File: config.mk
export PLATFORM = sky130hd
export DESIGN_NAME = ysyx_22050598_trap_ctrl
export DESIGN_NICKNAME = d
export VERILOG_FILES = /design/src/rtl/ysyx_22050598_trap_ctrl_pkg.sv /design/src/rtl/ysyx_22050598_trap_mstatus_upd.sv /design/src/rtl/ysyx_22050598_trap_ctrl.sv
export SDC_FILE = /design/constraint.sdc
export NUM_CORES = 1
export LEC_CHECK = 0
export CORE_AREA = 3 3 205 207
export CTS_CLUSTER_DIAMETER = 150
export DETAILED_ROUTE_END_ITERATION = 10
export DIE_AREA = 0 0 208 210
export SYNTH_ARGS = -nofsm -noshare
export SYNTH_HDL_FRONTEND = slang
export SYNTH_SLANG_ARGS = --single-unit
File: constraint.sdc
create_clock -name clk -period 2 [get_ports clk]
set_clock_uncertainty 0.15 [all_clocks]
set_input_delay 0.4 -clock clk [delete_from_list [all_inputs] [get_ports clk]]
set_output_delay 0.4 -clock clk [all_outputs]
set_load 0.03 [all_outputs]
File: src/rtl/ysyx_22050598_trap_ctrl_pkg.sv
// Shared definitions for the ysyx_22050598 trap controller.
//   - trap_state_e   : trap/return sequencer states
//   - MSTATUS_*      : mstatus bit positions (MIE, MPIE, MPP)
//   - DEF_*_CAUSE    : default mcause values for ecall and machine timer irq
package ysyx_22050598_trap_ctrl_pkg;

  typedef enum logic [1:0] {
    ST_IDLE  = 2'd0,
    ST_SAVE  = 2'd1,
    ST_RET   = 2'd2,
    ST_REDIR = 2'd3
  } trap_state_e;

  localparam int MSTATUS_MIE    = 3;
  localparam int MSTATUS_MPIE   = 7;
  localparam int MSTATUS_MPP_LO = 11;
  localparam int MSTATUS_MPP_HI = 12;

  localparam logic [63:0] DEF_ECALL_CAUSE = 64'h0000_0000_0000_000b;
  localparam logic [63:0] DEF_TIMER_CAUSE = 64'h8000_0000_0000_0007;

endpackage

File: src/rtl/ysyx_22050598_trap_mstatus_upd.sv
// Combinational mstatus rewrite for trap entry and mret.
// Ports:
//   mstatus_i       : current mstatus
//   trap_mstatus_o  : MPIE<=MIE, MIE<=0, MPP<=2'b11
//   ret_mstatus_o   : MIE<=MPIE, MPIE<=1, MPP<=2'b00
module ysyx_22050598_trap_mstatus_upd
  import ysyx_22050598_trap_ctrl_pkg::*;
#(
  parameter int XLEN = 64
) (
  input  logic [XLEN-1:0] mstatus_i,
  output logic [XLEN-1:0] trap_mstatus_o,
  output logic [XLEN-1:0] ret_mstatus_o
);

  always_comb begin
    trap_mstatus_o                               = mstatus_i;
    trap_mstatus_o[MSTATUS_MPIE]                 = mstatus_i[MSTATUS_MIE];
    trap_mstatus_o[MSTATUS_MIE]                  = 1'b0;
    trap_mstatus_o[MSTATUS_MPP_HI:MSTATUS_MPP_LO] = 2'b11;
  end

  always_comb begin
    ret_mstatus_o                               = mstatus_i;
    ret_mstatus_o[MSTATUS_MIE]                  = mstatus_i[MSTATUS_MPIE];
    ret_mstatus_o[MSTATUS_MPIE]                 = 1'b1;
    ret_mstatus_o[MSTATUS_MPP_HI:MSTATUS_MPP_LO] = 2'b00;
  end

endmodule

File: src/rtl/ysyx_22050598_trap_ctrl.sv
// Machine-mode trap / mret sequencer.
// Detects ecall, mret and (optionally) the machine timer interrupt on the EX
// instruction, writes mepc/mcause/mstatus, then requests a fetch redirect to
// mtvec (trap) or mepc (return) and flushes on the redirect handshake.
// Optional feature: define YSYX_22050598_TIMER_IRQ_EN to take timer interrupts;
// otherwise timer_irq_i is ignored and TIMER_CAUSE is never produced.
// Ports:
//   clk, rst                        : clock, asynchronous active-low reset
//   ex_valid_i/ex_inst_is_ecall_i/ex_inst_is_mret_i/ex_pc_i : EX instruction
//   mstatus_i, mtvec_i, mepc_i      : current CSR values
//   timer_irq_i                     : level machine timer interrupt
//   *_we_o / *_wdata_o              : one-cycle CSR write strobes and data
//   stall_o                         : freeze IF/ID/EX during sequencing
//   redir_valid_o/redir_pc_o/redir_ready_i : fetch redirect handshake
//   flush_o                         : pipeline flush on redirect handshake
module ysyx_22050598_trap_ctrl
  import ysyx_22050598_trap_ctrl_pkg::*;
#(
  parameter int              XLEN        = 64,
  parameter logic [XLEN-1:0] ECALL_CAUSE = XLEN'(DEF_ECALL_CAUSE),
  parameter logic [XLEN-1:0] TIMER_CAUSE = XLEN'(DEF_TIMER_CAUSE)
) (
  input  logic            clk,
  input  logic            rst,
  input  logic            ex_valid_i,
  input  logic            ex_inst_is_ecall_i,
  input  logic            ex_inst_is_mret_i,
  input  logic [XLEN-1:0] ex_pc_i,
  input  logic [XLEN-1:0] mstatus_i,
  input  logic [XLEN-1:0] mtvec_i,
  input  logic [XLEN-1:0] mepc_i,
  input  logic            timer_irq_i,
  output logic            mstatus_we_o,
  output logic            mepc_we_o,
  output logic            mcause_we_o,
  output logic [XLEN-1:0] mstatus_wdata_o,
  output logic [XLEN-1:0] mepc_wdata_o,
  output logic [XLEN-1:0] mcause_wdata_o,
  output logic            stall_o,
  output logic            redir_valid_o,
  output logic [XLEN-1:0] redir_pc_o,
  input  logic            redir_ready_i,
  output logic            flush_o
);

  trap_state_e     state;
  logic [XLEN-1:0] pc_q;
  logic [XLEN-1:0] cause_q;
  logic [XLEN-1:0] target_q;

  logic            irq_take;
  logic            trap_take;
  logic            ret_take;
  logic [XLEN-1:0] trap_mstatus;
  logic [XLEN-1:0] ret_mstatus;
  logic [1:0]      unused_mtvec_lo;

`ifdef YSYX_22050598_TIMER_IRQ_EN
  assign irq_take = timer_irq_i & mstatus_i[MSTATUS_MIE];
`else
  logic unused_timer_irq;
  assign unused_timer_irq = timer_irq_i;
  assign irq_take         = 1'b0;
`endif

  // Interrupt beats ecall, and any trap beats mret (ecall+mret acts as ecall).
  assign trap_take = ex_valid_i & (ex_inst_is_ecall_i | irq_take);
  assign ret_take  = ex_valid_i & ex_inst_is_mret_i & ~trap_take;

  // Vector mode bits are ignored: always direct mode.
  assign unused_mtvec_lo = mtvec_i[1:0];

  ysyx_22050598_trap_mstatus_upd #(
    .XLEN (XLEN)
  ) u_mstatus_upd (
    .mstatus_i      (mstatus_i),
    .trap_mstatus_o (trap_mstatus),
    .ret_mstatus_o  (ret_mstatus)
  );

  always_ff @(posedge clk or negedge rst) begin
    if (!rst) begin
      state    <= ST_IDLE;
      pc_q     <= '0;
      cause_q  <= '0;
      target_q <= '0;
    end else begin
      case (state)
        ST_IDLE: begin
          if (trap_take || ret_take) begin
            state   <= trap_take ? ST_SAVE : ST_RET;
            pc_q    <= ex_pc_i;
            cause_q <= irq_take ? TIMER_CAUSE : ECALL_CAUSE;
          end
        end
        ST_SAVE: begin
          state    <= ST_REDIR;
          target_q <= {mtvec_i[XLEN-1:2], 2'b00};
        end
        ST_RET: begin
          state    <= ST_REDIR;
          target_q <= mepc_i;
        end
        ST_REDIR: begin
          if (redir_ready_i) state <= ST_IDLE;
        end
        default: state <= ST_IDLE;
      endcase
    end
  end

  logic in_idle, in_save, in_ret, in_redir;
  assign in_idle  = (state == ST_IDLE);
  assign in_save  = (state == ST_SAVE);
  assign in_ret   = (state == ST_RET);
  assign in_redir = (state == ST_REDIR);

  assign mstatus_we_o    = in_save | in_ret;
  assign mepc_we_o       = in_save;
  assign mcause_we_o     = in_save;
  assign mstatus_wdata_o = in_save ? trap_mstatus : (in_ret ? ret_mstatus : '0);
  assign mepc_wdata_o    = in_save ? pc_q    : '0;
  assign mcause_wdata_o  = in_save ? cause_q : '0;

  // Stall is asserted in the detect cycle already; gated by rst so every
  // output reads 0 while reset is held, even with a trap on the EX inputs.
  assign stall_o       = rst & (~in_idle | trap_take | ret_take);
  assign redir_valid_o = in_redir;
  assign redir_pc_o    = in_redir ? target_q : '0;
  assign flush_o       = in_redir & redir_ready_i;

endmodule

==> impl_results.md, run 1 <==
* Unique cell type count in the Yosys netlist at 25
* Fin nets at 1469
* Global-route wire length before repair at 41450 um
* PD cells at 1700 mW/mm^2
* IO Pins at 525
* Worst skew pair latency at 440 ps
* Total track usage at 0.1242
* R2r setup slk at 80 ps
* Final hold vios at 0
* Detailed placement HPWL at 22350 um
* Grt total ovfl at 0
* CP arrival at 1900 ps
* Worst Hold Depth at 1
* Placed Area at 0.01259 sq mm
* Area delta synth->final at 86.83%
* Post-Syn Area at 0.007565 sq mm
* Vias at 6677
* DRT iter0 DRCs at 208
* Max clock buf depth at 2
* CTS clk-pin slew, worst paths at 60 ps
* Setup TNS at -71010 ps
* Share of the synthesized area in the top cell type at 0.4333
* Ratio of cells with drive above 1 in the final layout at 0.4097
* Peak supply drop at 0.0008731 V
* Diode count at 0
* Average size of a mapped cell at 10.58 sq um
* Hold Crit Start: cause_q[0]
* Crit path max fanout at 7
* Hold Path Class: flop to flop
* Max_cap viols at 0
* Final Setup Violations at 200
* FP Rows at 74
* Final Util at 0.3485
* Synth area leaders: dfrtp_1 43%, and2_1 11%, mux2_4 9.7%
* Register area share after synthesis at 0.4333
* Initial core utilization at 0.1865
* R2R Path Start: state[1]
* CP Capture Type: output port
* Fin. max-slew vios at 0
* PortBufs at 458
* CTS Sinks at 131
* Hold Path Sink: cause_q[0]
* Number of synthesized register bits at 131
* Leakage power at 6.492 nW
* Gate count after technology mapping at 715
* TritonRoute pass-1 iters at 5
* CP Class: flop to output port
* Reg2reg end: pc_q[38]
* Antenna violations before repair at 4
* Hold Worst Slack at 314.6 ps
* Vias/cell at 3.826
* Min setup slack post-route at -446.2 ps
* RSZ-0062 raised after global routing: true
* Final worst-path cycle share at 1.223
* Die H at 210 um
* Status: finished with violations
* Root Buffer: clkbuf_16
* Vias in the first global route at 6765
* Register-to-Register Path Depth at 8
* Die area at 0.04368 sq mm
* Wirelength per Cell at 16.90 um
* TritonCTS clock tree: yes
* ANT nets after route at 0
* Slew @ Worst Pin at 754.6 ps
* Number of H-tree levels at 4
* Pin count of the biggest net entering global routing at 132
* # fillers at 4039
* Fin crit period at 2446 ps
* YS warnings at 0
* Worst Path Required at 1450 ps
* Failing checks: setup timing
* Die Wd at 208 um
* Crit start category: flop
* Final Instance Area at 0.01413 sq mm
* Slew headroom at 0.4969
* F_max at 408.8 MHz
* Largest area contributor in the netlist: dfrtp_1
* Drt total wl at 29480 um
* Total power draw at 0.02403 W
* RePlAce Congestion at 0.7911
* Core area at 0.04055 sq mm
* DRC Markers at 0
* CTS buffer count at 17
logic make-up after synthesis:
kind of cell / Yosys count / share of synthesized area
flip-flops: 131 / 0.4333
adder cells (fa/ha/maj): 6 / 0.009924
buffers and inverters: 119 / 0.1075
AO/OA/AOI/OAI: 70 / 0.04763
other: 1 / 0.0004957
multiplexers: 129 / 0.2059
AND/OR/NAND/NOR: 259 / 0.1952
cell usage in the layout, fill, tap and decap left out, drive strengths merged:
master / instances
dfrtp: 131
clkbuf: 26
nor2: 63
ha: 6
clkinvlp: 2
dlygate4sd3: 1
o211ai: 1
clkdlybuf4s50: 255
a21boi: 1
inv: 7
nand3: 3
and2: 130
a21oi: 63
mux2: 66
o21ai: 5
mux2i: 63
nand2b: 1
bufinv: 4
dlymetal6s2s: 1
and3b: 1
and2b: 12
nor2b: 49
buf: 256
clkinv: 5
conb: 61
flip-flops by register name, indices dropped and copies added (netlist names):
register and flops:
state 2, target_q 64, pc_q 64, cause_q 1
how the worst max path moves through the flow:
stage	startpoint	endpoint	slack, ps	cells past startpoint
2_1_floorplan	state[1]	mstatus_wdata_o[10]	-20	5
3_3_place_gp	ex_valid_i	stall_o	-130	4
3_5_place_dp	ex_inst_is_ecall_i	pc_q[38]	-110	5
4_1_cts	state[0]	mstatus_wdata_o[26]	-490	6
5_1_grt	state[0]	mstatus_wdata_o[58]	-520	7
6_report	state[0]	mepc_wdata_o[38]	-450	7
cell type report:
class	count	area (sq um)	share of cell area
repair buffers	520	5483	0.3879
multi-input cells	525	4064	0.2875
flip-flops and latches	131	3278	0.2319
well taps	532	665.6	0.04710
clock buffers	19	442.9	0.03134
clock inverters	13	181.4	0.01284
inverters	5	18.77	0.001328
stage by stage:
| stage | setup slack [ps] | std cells |
|---|---|---|
| after floorplan | -22.91 | 775 |
| after global placement | -128.7 | 1694 |
| after detailed placement | -109.9 | 1694 |
| after CTS | -494.4 | 1730 |
| after global routing | -523.1 | 1745 |
| final | -446.2 | 1745 |
cells in the mapped netlist:
master	n
and2b_1	12
mux2_4	49
mux2_2	17
and2_1	130
a21oi_1	63
buf_2	7
buf_8	1
a21boi_0	1
ha_1	6
conb_1	1
buf_6	1
buf_1	2
dfrtp_1	131
buf_12	4
o21ai_0	5
mux2i_1	63
nand3_1	3
clkbuf_1	26
nand2b_1	1
buf_4	73
o211ai_2	1
nor2_1	63
and3b_1	1
nor2b_1	49
inv_1	5
critical path, stage by stage (launching register included):
cell       delay, ps
dfrtp_1          390
buf_6            130
ha_4             170
buf_12           130
buf_4            170
clkbuf_16        160
and2_2           170
buf_6            130
power breakdown:
part	switching, W	total [W]	internal, W
Sequential	0.000711	0.00476	0.00405
Clock	0.00125	0.00336	0.00212
Combinational	0.00827	0.0159	0.00763
repair_timing:
action                     CTS  global route
resized for setup          120            64
pin swaps                    0             5
hold buffers                 1             0
cloned                       0            10
setup endpoints to repair  201           201
buffers inserted             3             7
hold endpoints to repair    77             0
layer usage:
layer | vias up | routed length, um | GRT usage
met5 | - | 27 | 0
met4 | 4 | 523 | 0.03674
met3 | 40 | 2032 | 0.04242
met2 | 291 | 15710 | 0.2230
met1 | 3166 | 11180 | 0.1400
li1 | 3176 | - | -
No activity file was read; power rests on OpenSTA's default activity.
==> inputs of run 2 (changes only) <==
Settings changed: SLEW_MARGIN set to 20.
==> results of run 2 <==
Same layout as run 1: the final DEF is identical, and so are final timing and power.
==> patch, RTL diff (settings of run 2) <==
Change the package constant `MSTATUS_MPP_LO` from 11 to 10.
--- a/src/rtl/ysyx_22050598_trap_ctrl_pkg.sv
+++ b/src/rtl/ysyx_22050598_trap_ctrl_pkg.sv
@@ -13,7 +13,7 @@
 
   localparam int MSTATUS_MIE    = 3;
   localparam int MSTATUS_MPIE   = 7;
-  localparam int MSTATUS_MPP_LO = 11;
+  localparam int MSTATUS_MPP_LO = 10;
   localparam int MSTATUS_MPP_HI = 12;
 
   localparam logic [63:0] DEF_ECALL_CAUSE = 64'h0000_0000_0000_000b;
Behaviour: not the same (a bounded check fails within 4 cycles, from zero or initial values and one cycle with rst low).
==> patch against run 2 <==
Area after synthesis hardly changed. The flow still finishes with violations (negative setup slack). Sequential power barely moved. First-iteration DRC count is 13% higher. Worst setup slack lost 0.014 ns. Combinational power is 12% higher. Cell area grew 3.7%. Power rose by 7.4%. Wire length grew 8.4%. Die area is the same. Maximum frequency down 0.58%. Sequential cell count is the same. Non-clock buffer count grew 28.
==> patch: results (changes against run 2) <==
sta:
  hold_viol: 0  # unchanged
  slew_headroom_pct: 49.3  # was 49.7%
  worst_slack_ns: -0.461  # was -0.446 ns
  setup_viol: 200  # unchanged
  final.setup.tns_ns: -66.24  # was -71.01 ns
placement:
  place_congestion: 0.754  # was 0.791
  dp_cells: 1705  # was 1694
  placed_area_um2: 12900  # was 12600 um^2
  place_hpwl_um: 22800  # was 22400 um
  portBuffers: 456  # was 458
  place_ws_ns: -0.400  # was -0.110 ns
min_path:
  worst_hold_startpoint: "cause_q[0]"  # unchanged
  hold_path_class: "flip-flop to flip-flop"  # unchanged
global_route:
  grt_usage_pct: 13.3  # was 12.4%
  grt_max_degree: 132  # unchanged
  use_met1_pct: 14.4  # was 14.0%
  met2_usage_pct: 25.2  # was 22.3%
  gr-usage-met3_pct: 4.26  # was 4.24%
  grt_pass1_vias: 7190  # was 6765
  grt_pass1_wl_um: 44300  # was 41400 um
  antenna_found_initial: 4  # unchanged
final_layout:
  insertedDiodeCount: 0  # unchanged
  largest_registers: "pc_q x64, target_q x64, state x2"  # unchanged
  layout.nets: 1497  # was 1469
  drive_above_1_share_pct: 44.9  # was 41.0%
  layout.cells.non_filler: 1773  # was 1745
power:
  switching_share_pct: 42.5  # was 42.6%
  power_leakage_nw: 6.74  # was 6.49 nW
  ir_drop_mv: 0.840  # was 0.873 mV
clock_tree:
  numCtsBuffers: 17  # unchanged
  cts_buffer_depth: 2  # unchanged
  root_buffer: "clkbuf_16"  # unchanged
  path_clk_slew_ns: 0.06  # about the same
  cts-htree-levels: 4  # unchanged
  clock_latency_ns: 0.43
outcome:
  status: "finished, violations left"  # unchanged
  violations: "negative setup slack"  # unchanged
drt:
  wl_per_cell_um: 18.0  # was 16.9 um
  drt_iter0_drc: 234  # was 208
  dr.pass1.iters: 4  # was 5
  vias: 6804  # was 6677
critical_path:
  crit_path_start: "state[1]"  # was state[0]
  max_stage_delay_ns: 0.42  # was 0.39 ns
  path_max_fanout: 5  # was 7
  crit_arrival_ns: 1.91
  cpMaxStageDelayCell: "dfrtp_1"  # unchanged
  cp_top_family: "buffers and inverters"  # unchanged
synthesis:
  syn_area_per_cell_um2: 10.6  # about the same
  ys_types: 25  # unchanged
  synth_common_cells: "dfrtp_1 (131), and2_1 (130), buf_4 (75)"  # was dfrtp_1 (131), and2_1 (130), buf_4 (73)
  synthArstFlopShare_pct: 100  # unchanged
  ys_seq_area_share_pct: 43.4  # was 43.3%
  yosysWarnings: 0  # unchanged
  synth_area_leaders: "dfrtp_1 (43%), and2_1 (11%), mux2_4 (9.7%)"  # unchanged
patch: layer usage:
| metal | wire length, um | up-vias |
|---|---|---|
| met5 | 21 | - |
| met4 | 471 | 4 |
| met3 | 2180 | 33 |
| met2 | 17300 | 286 |
| met1 | 12000 | 3234 |
| li1 | - | 3247 |
patch: worst paths after layout:
kind                                             to  slack, ns  cells after the start
worst max-delay path            mstatus_wdata_o[59]      -0.46                      8
worst min-delay path                     cause_q[0]       0.32                      1
worst max register to register             state[0]       0.08                      7
worst min register to register           cause_q[0]       0.32                      1
max in group asynchronous              target_q[38]       0.61                      3
min in group asynchronous                  pc_q[50]       0.52                      3
patch: power by group through the flow:
stage | sequential (mW) | clock (mW) | combinational, mW
floorplan | 4.51 | 0 | 9.33
global placement | 4.66 | 0 | 14.8
detailed placement | 4.69 | 0 | 15.0
CTS | 4.70 | 3.35 | 16.7
global route | 4.92 | 3.46 | 18.9
finish | 4.76 | 3.25 | 17.8
patch: area by class of cell:
| type | count | area (um^2) |
|---|---|---|
| repair buffers | 548 | 5850 |
| multi-input cells | 525 | 4250 |
| clock buffers | 17 | 425 |
| inverters | 5 | 18.8 |
| fillers | 4069 | 25900 |
| flip-flops and latches | 131 | 3280 |
| well taps | 532 | 666 |
| clock inverters | 15 | 170 |
patch: repair_timing:
action | 4_1_cts | 5_1_grt
pin swaps | 0 | 4
hold buffers | 1 | 0
setup endpoints to repair | 246 | 220
gates resized for setup | 396 | 103
endpoints found under the hold margin | 87 | 0
buffers inserted | 13 | 7
cloned | 7 | 12
patch: cell families after synthesis:
group	share of synthesized area, %
buffers and inverters	10.9
other	0.0496
AOI/OAI and AO/OA	4.77
and+or+nand+nor	19.3
DFF	43.4
muxes	20.6
adders and majority gates	0.993
